$ cat src/rtl/instruction_fetch.sv
// Instruction fetch stage: issues one ROM read per cycle from the PC and queues the returned words with their PCs.
// The queued words go to the decoder over a valid/ready handshake. pc_stall back-pressures the PC; flush discards all fetched and in-flight words.
module instruction_fetch #(
  parameter int unsigned DEPTH = 2,
  parameter int unsigned AW    = 16,
  parameter int unsigned DW    = 16
) (
  input  logic          clk,
  input  logic          reset,
  input  logic [AW-1:0] pc_in,
  input  logic          flush,
  output logic [AW-1:0] rom_addr,
  input  logic [DW-1:0] rom_data,
  output logic [DW-1:0] instr,
  output logic [AW-1:0] instr_pc,
  output logic          instr_valid,
  input  logic          out_ready,
  output logic          pc_stall
);

  localparam int unsigned PW = (DEPTH > 1) ? $clog2(DEPTH) : 1;
  localparam int unsigned CW = $clog2(DEPTH + 1);

  typedef logic [PW-1:0] ptr_t;

  logic [CW-1:0] r_count;
  logic          r_p;
  logic [AW-1:0] r_p_pc;
  ptr_t          r_rd;
  ptr_t          r_wr;
  logic [DW-1:0] r_data [DEPTH];
  logic [AW-1:0] r_pc   [DEPTH];

  logic          w_pop;
  logic          w_push;
  logic          w_issue;
  logic [CW:0]   w_occ;
  logic [CW:0]   w_limit;

  function automatic ptr_t next_ptr(input ptr_t p);
    return (p == ptr_t'(DEPTH - 1)) ? '0 : p + ptr_t'(1);
  endfunction

  assign rom_addr    = pc_in;
  assign instr_valid = (r_count != '0);
  assign instr       = r_data[r_rd];
  assign instr_pc    = r_pc[r_rd];
  assign w_pop       = instr_valid & out_ready;

  // Occupancy counts the word in flight; a pop this cycle frees a slot for it.
  assign w_occ    = {1'b0, r_count} + (CW + 1)'(r_p);
  assign w_limit  = (CW + 1)'(DEPTH) + (CW + 1)'(w_pop);
  assign pc_stall = reset & ~flush & (w_occ >= w_limit);
  assign w_issue  = reset & ~flush & ~pc_stall;
  assign w_push   = reset & ~flush & r_p;

  always_ff @(posedge clk) begin
    if (!reset) begin
      r_count <= '0;
      r_p     <= 1'b0;
      r_p_pc  <= '0;
      r_rd    <= '0;
      r_wr    <= '0;
      for (int unsigned i = 0; i < DEPTH; i++) begin
        r_data[i] <= '0;
        r_pc[i]   <= '0;
      end
    end else if (flush) begin
      r_count <= '0;
      r_p     <= 1'b0;
      r_rd    <= '0;
      r_wr    <= '0;
    end else begin
      r_p    <= w_issue;
      r_p_pc <= pc_in;
      if (w_push) begin
        r_data[r_wr] <= rom_data;
        r_pc[r_wr]   <= r_p_pc;
        r_wr         <= next_ptr(r_wr);
      end
      if (w_pop) begin
        r_rd <= next_ptr(r_rd);
      end
      case ({w_push, w_pop})
        2'b10:   r_count <= r_count + CW'(1);
        2'b01:   r_count <= r_count - CW'(1);
        default: r_count <= r_count;
      endcase
    end
  end

endmodule
$ cat config.mk
export PLATFORM = sky130hd
export DESIGN_NAME = instruction_fetch
export DESIGN_NICKNAME = d
export VERILOG_FILES = /design/src/rtl/instruction_fetch.sv
export SDC_FILE = /design/constraint.sdc
export NUM_CORES = 1
export LEC_CHECK = 0
export ABC_CLOCK_PERIOD_IN_PS = 9500
export CORE_MARGIN = 10
export CORE_UTILIZATION = 35
export CTS_BUF_LIST = sky130_fd_sc_hd__clkbuf_4 sky130_fd_sc_hd__clkbuf_8
export DETAILED_ROUTE_END_ITERATION = 8
export GPL_TIMING_DRIVEN = 0
export PLACE_DENSITY = 0.58
export SYNTH_ARGS = -nofsm -noshare
export SYNTH_HDL_FRONTEND = slang
export SYNTH_SLANG_ARGS = --single-unit
export TNS_END_PERCENT = 5
$ cat constraint.sdc
create_clock -name clk -period 9.5 [get_ports clk]
set_input_delay 1.9 -clock clk [delete_from_list [all_inputs] [get_ports clk]]
set_output_delay 1.9 -clock clk [all_outputs]
set_load 0.005 [all_outputs]
**Word-level counts from Yosys, hierarchy flattened**

Memory sizes are Yosys's and may differ from the RTL's. A register that Yosys moved wholly into a read port is not among the register bits.
Index checks and enable logic that the tools add are counted.

- Order comparisons: 1
- Add/subtract/negate cells: 6
- Mux-type cells: 18
- Reductions and logical operators: 5
- Eq/ne operators: 2
- Bitwise gates (word level): 8

Operators by type and width:

| operator | number |
|---|---|
| two-way mux 16 bit | 2 |
| OR reduction 16 bit | 2 |
| two-way mux 1 bit | 15 |
| AND 1 bit | 5 |
| one-hot mux 2 bit (2 select lines) | 1 |
| nonzero test 2 bit | 2 |
| adder 2 x 1 -> 3 bit | 1 |
| adder 2 x 1 -> 3 bit (first input constant) | 1 |
| >= comparator 3 bit | 1 |
| NOT 1 bit | 3 |
| adder 1 bit (second input constant) | 2 |
| adder 2 x 1 -> 2 bit (second input constant) | 1 |
| equality test 2 x 1 -> 1 bit (second input constant) | 1 |
| equality test 2 bit (second input constant) | 1 |
| OR reduction 2 bit | 1 |
| subtractor 2 x 1 -> 2 bit (second input constant) | 1 |

- Bits in writable memories: 64
- Word-level logic and storage cells: 47
- Register bits after elaboration: 21
- Memories: 2

Memories:

| memory | words | bits a word | rd ports | clocked after Yosys merged registers in | wr ports | RTL line | text |
|---|---|---|---|---|---|---|---|
| r_data | 2 | 16 | 1 | 1 | 2 | 31 | `logic [DW-1:0] r_data [DEPTH];` |
| r_pc | 2 | 16 | 1 | 1 | 2 | 32 | `logic [AW-1:0] r_pc [DEPTH];` |

**Depth between registers and ports, before layout**

- Depth in word-level cells: 9
- Depth in mapped cells: 7
- Gate-level depth less buffers: 6

**Worst setup path after synthesis**

Ideal clock, no wire load.

- Kind: input-to-reg
- From: in flush
- To: mem r_data[1][0] (enable)
- Required time: 9034 ps
- Buffers on the path: 1
- Setup slack: 4478 ps
- Arrival: 4556 ps
- Stages on the path: 3
- Library setup time: 466 ps
- Cell sequence: buf_4 > nand2b_1 > o21ai_0

RTL lines:

| element | RTL line | text |
|---|---|---|
| start: declaration | 11 | `input logic flush,` |
| end: declaration | 31 |  |

**Worst setup path in the final report**

- From: in out_ready
- To: out pc_stall

- Word-level cells in the longest chain between the ends: 4

RTL lines:

| element | RTL line | text |
|---|---|---|
| start: declaration | 17 | `input logic out_ready,` |
| AND 1 bit | 48 | `assign w_pop = instr_valid & out_ready;` |
| via w_pop | 34 | `logic w_pop;` |
| adder 2 x 1 -> 3 bit | 52 | `assign w_limit = (CW + 1)'(DEPTH) + (CW + 1)'(w_pop);` |
| >= comparator 3 bit | 53 | `assign pc_stall = reset & ~flush & (w_occ >= w_limit);` |
| AND 1 bit | 53 |  |
| end: declaration | 18 | `output logic pc_stall` |

The timed path passes the listed nets, and every way through them passes these cells.

==> flow_summary.yaml <==
worst_setup_path:
  crit_path_frequent_cell: "clkdlybuf4s50_1"
  worstPathArrival_ns: 3.64
  crit_path_start_kind: "primary input"
  rr_startpoint: "r_wr"
  cp_max_fo: 3
  required_ns: 7.60
  crit_chain: "clkdlybuf4s50_1 -> o21a_1 -> ha_1 -> nand2b_1 -> a21oi_1 -> nor2_1 -> clkdlybuf4s50_1"
  path_class: "primary input to output pin"
  crit_buf_inv: 2
  slowest_stage: "clkdlybuf4s50_1"
  critPathTopFamily: "buffers and inverters"
  end_kind: "output pin"
  startpoint: "out_ready"
  cpPeakStageDelay_ns: 0.46
floorplan:
  start_util_pct: 36.38
  core_area_sq_um: 10420
  rows: 37
  dieWidth_um: 124.1
  io_pins: 86
  design.die.area_sq_um: 15390
  fp.dieH_um: 124.1
timing:
  finalSetupViolations: 0
  timing.fmax_mhz: 180.6
  fin_worst_skew_ns: 0.008828
  hold_violations: 0
  min_period_ns: 5.537
  finalCritPeriodShare_pct: 58.28
  rsz0062_at_grt: "false"
  finalSetupTns_ns: 0
  slew_viol_final: 0
  tightest_slew_ns: 0.5755
  relSlewSlack_pct: 61.63
yosys:
  synth.largest_area_cell: "edfxtp_1"
  synth-edff-count: 64
  ys_seq_elements: 86
  yosysWarnings: 0
  ys_types: 27
  synth_top_area_share_pct: 50.71
  synth.avg_cell_area_sq_um: 12.19
  synth_fp_nets: 351
  synth_common_cells: "nor2_1 (67), edfxtp_1 (64), nand2_1 (32), mux2_2 (30), buf_4 (23)"
  syn-cell-area_sq_um: 3790
  ys_seq_area_share_pct: 62.33
  yosys.cell_count.top_type: "nor2_1"
  async_flop_share_pct: 0
  ys.flop_type: "edfxtp_1"
  synth_area_leaders: "edfxtp_1 (51%), dfxtp_1 (12%), mux2_2 (8.9%), nor2_1 (6.6%), buf_4 (4.6%)"
  synthCells: 311
layout:
  fillers: 955
  syn_to_final_growth_pct: 33.25
  stdcell_count: 550
  antennaDiodeCount: 0
  final_area_sq_um: 5050
  final_nets: 449
  drive_gt1_share_pct: 20.05
  finish.utilization_pct: 48.48
clocking:
  post_cts_buffers: 0
  cts.sinks: 86
  cts_buffers: 9
  insertion_delay_ns: 0.35
  tritoncts: "yes"
  clk_pin_slew_worst_paths_ns: 0.09
  htreeDepth: 3
  hold_buffers: 0
  ctsLongestPathBuffers: 2
  cts_resized: 0
  cts_root_buffer: "clkbuf_8"
global_routing:
  busiest_layer: "met2"
  met3_usage_pct: 3.348
  met2_usage_pct: 18.12
  antenna_found_initial: 0
  grt_pass1_vias: 2625
  grt_pass1_wl_um: 13170
  grt_usage_pct: 11.09
  use_met1_pct: 13.14
  grt_overflow: 0
  grt_max_degree: 26
drt:
  routed_wl_um: 8468
  drt_iter0_drc: 109
  viasPerCell: 4.507
  postRouteAntennaNets: 0
  drc: 0
  routed-via-count: 2479
  wl_per_cell_um: 15.40
  first_pass_iters: 4
flow_run:
  cap_violations: 0
power:
  ir_drop_uv: 63.99
  p_leak_uw: 0.001866
  power_density_nw_per_um2: 147.8
place:
  gp_congestion: 0.7265
  io_buffers: 85
  dp_hpwl_um: 6077
  placed_cell_area_sq_um: 4873
  placed_cells: 534
min_path:
  min_from: "r_rd"
  hold_path.class: "flip-flop to flip-flop"
outcome:
  outcome: "complete, no violations"
## state kept, by name, indices dropped and copies added, names as in the netlist, named ones only
signal   cells
r_data      32
r_pc        32
r_p_pc      16
r_count      2
r_p          1
r_rd         1
r_wr         1
## routing by layer
layer | share of wire, % | vias up
met2 | 48 | 62
met4 | 0.99 | 0
met3 | 6.4 | 5
met5 | 0 | -
li1 | - | 1237
met1 | 44 | 1175
## cell type report
cell class	count	area [sq um]	area share [%]
Sequential cell	86	2362	46.78
Multi-Input combinational cell	188	1209	23.93
Timing Repair Buffer	87	890.9	17.64
Buffer	35	234.0	4.633
Tap cell	136	170.2	3.370
Clock buffer	10	131.4	2.602
Clock inverter	6	45.04	0.8920
Inverter	2	7.507	0.1487
## worst min-delay path, delay by kind of cell, from the launching register on
family / cells / cell delay, ns
DFF: 1 / 0.34
and+or+nand+nor: 1 / 0.08
xor gates and xnor gates: 1 / 0.09
## metrics by stage
| stage | hold WS, ns | worst slack (ns) | total power (uW) |
|---|---|---|---|
| finish | 0.5284 | 3.963 | 746.4 |
| global route | 0.5540 | 3.828 | 776.8 |
| CTS | 0.5335 | 3.910 | 753.0 |
| detailed placement | 0.5125 | 3.908 | 523.6 |
| global placement | 0.5005 | 2.504 | 521.2 |
| floorplan | 0.4813 | 4.478 | 471.3 |
## final timing paths
check / end / slack, ns / cells past startpoint
worst max-delay path: pc_stall / 3.96 / 7
worst max register to register: r_data[0][10] / 7.84 / 4
worst min-delay path: r_rd / 0.53 / 2
worst min register to register: r_rd / 0.53 / 2
## cells in the final DEF, fill, tap and decap left out
master and count:
a21oi_1 1, a21oi_2 1, and2_1 2, and4_1 1
buf_12 2, buf_2 7, buf_4 23, buf_6 1
clkbuf_1 4, clkbuf_4 1, clkbuf_8 9, clkdlybuf4s50_1 85
clkinv_2 1, clkinvlp_4 3, dfxtp_1 22, edfxtp_1 64
ha_1 4, inv_1 2, inv_6 2, mux2_1 2
mux2_2 30, mux2i_1 16, nand2_1 32, nand2b_1 3
nor2_1 67, nor2b_1 17, nor3b_1 1, o21a_1 1
o21ai_0 1, o21ai_4 2, or2_1 1, or2_2 1
or3_1 1, xnor2_1 3, xor2_1 1
## kinds of logic after synthesis
family | synth area share (%)
multiplexers | 13.73
flip-flops | 62.33
AO/OA/AOI/OAI | 0.9573
adder cells (fa/ha/maj) | 1.321
XOR/XNOR | 0.9246
buffers and inverters | 6.372
AND/OR/NAND/NOR | 14.36
## where the power goes
group          internal [uW]  total (uW)  switching [uW]  leakage (uW)
sequential               419         425            5.78      0.000845
clock                   99.4         234             134     0.0000827
combinational           52.4        87.7            35.3      0.000938
total                    571         746             175       0.00187
(Power assumes the default switching activity.)
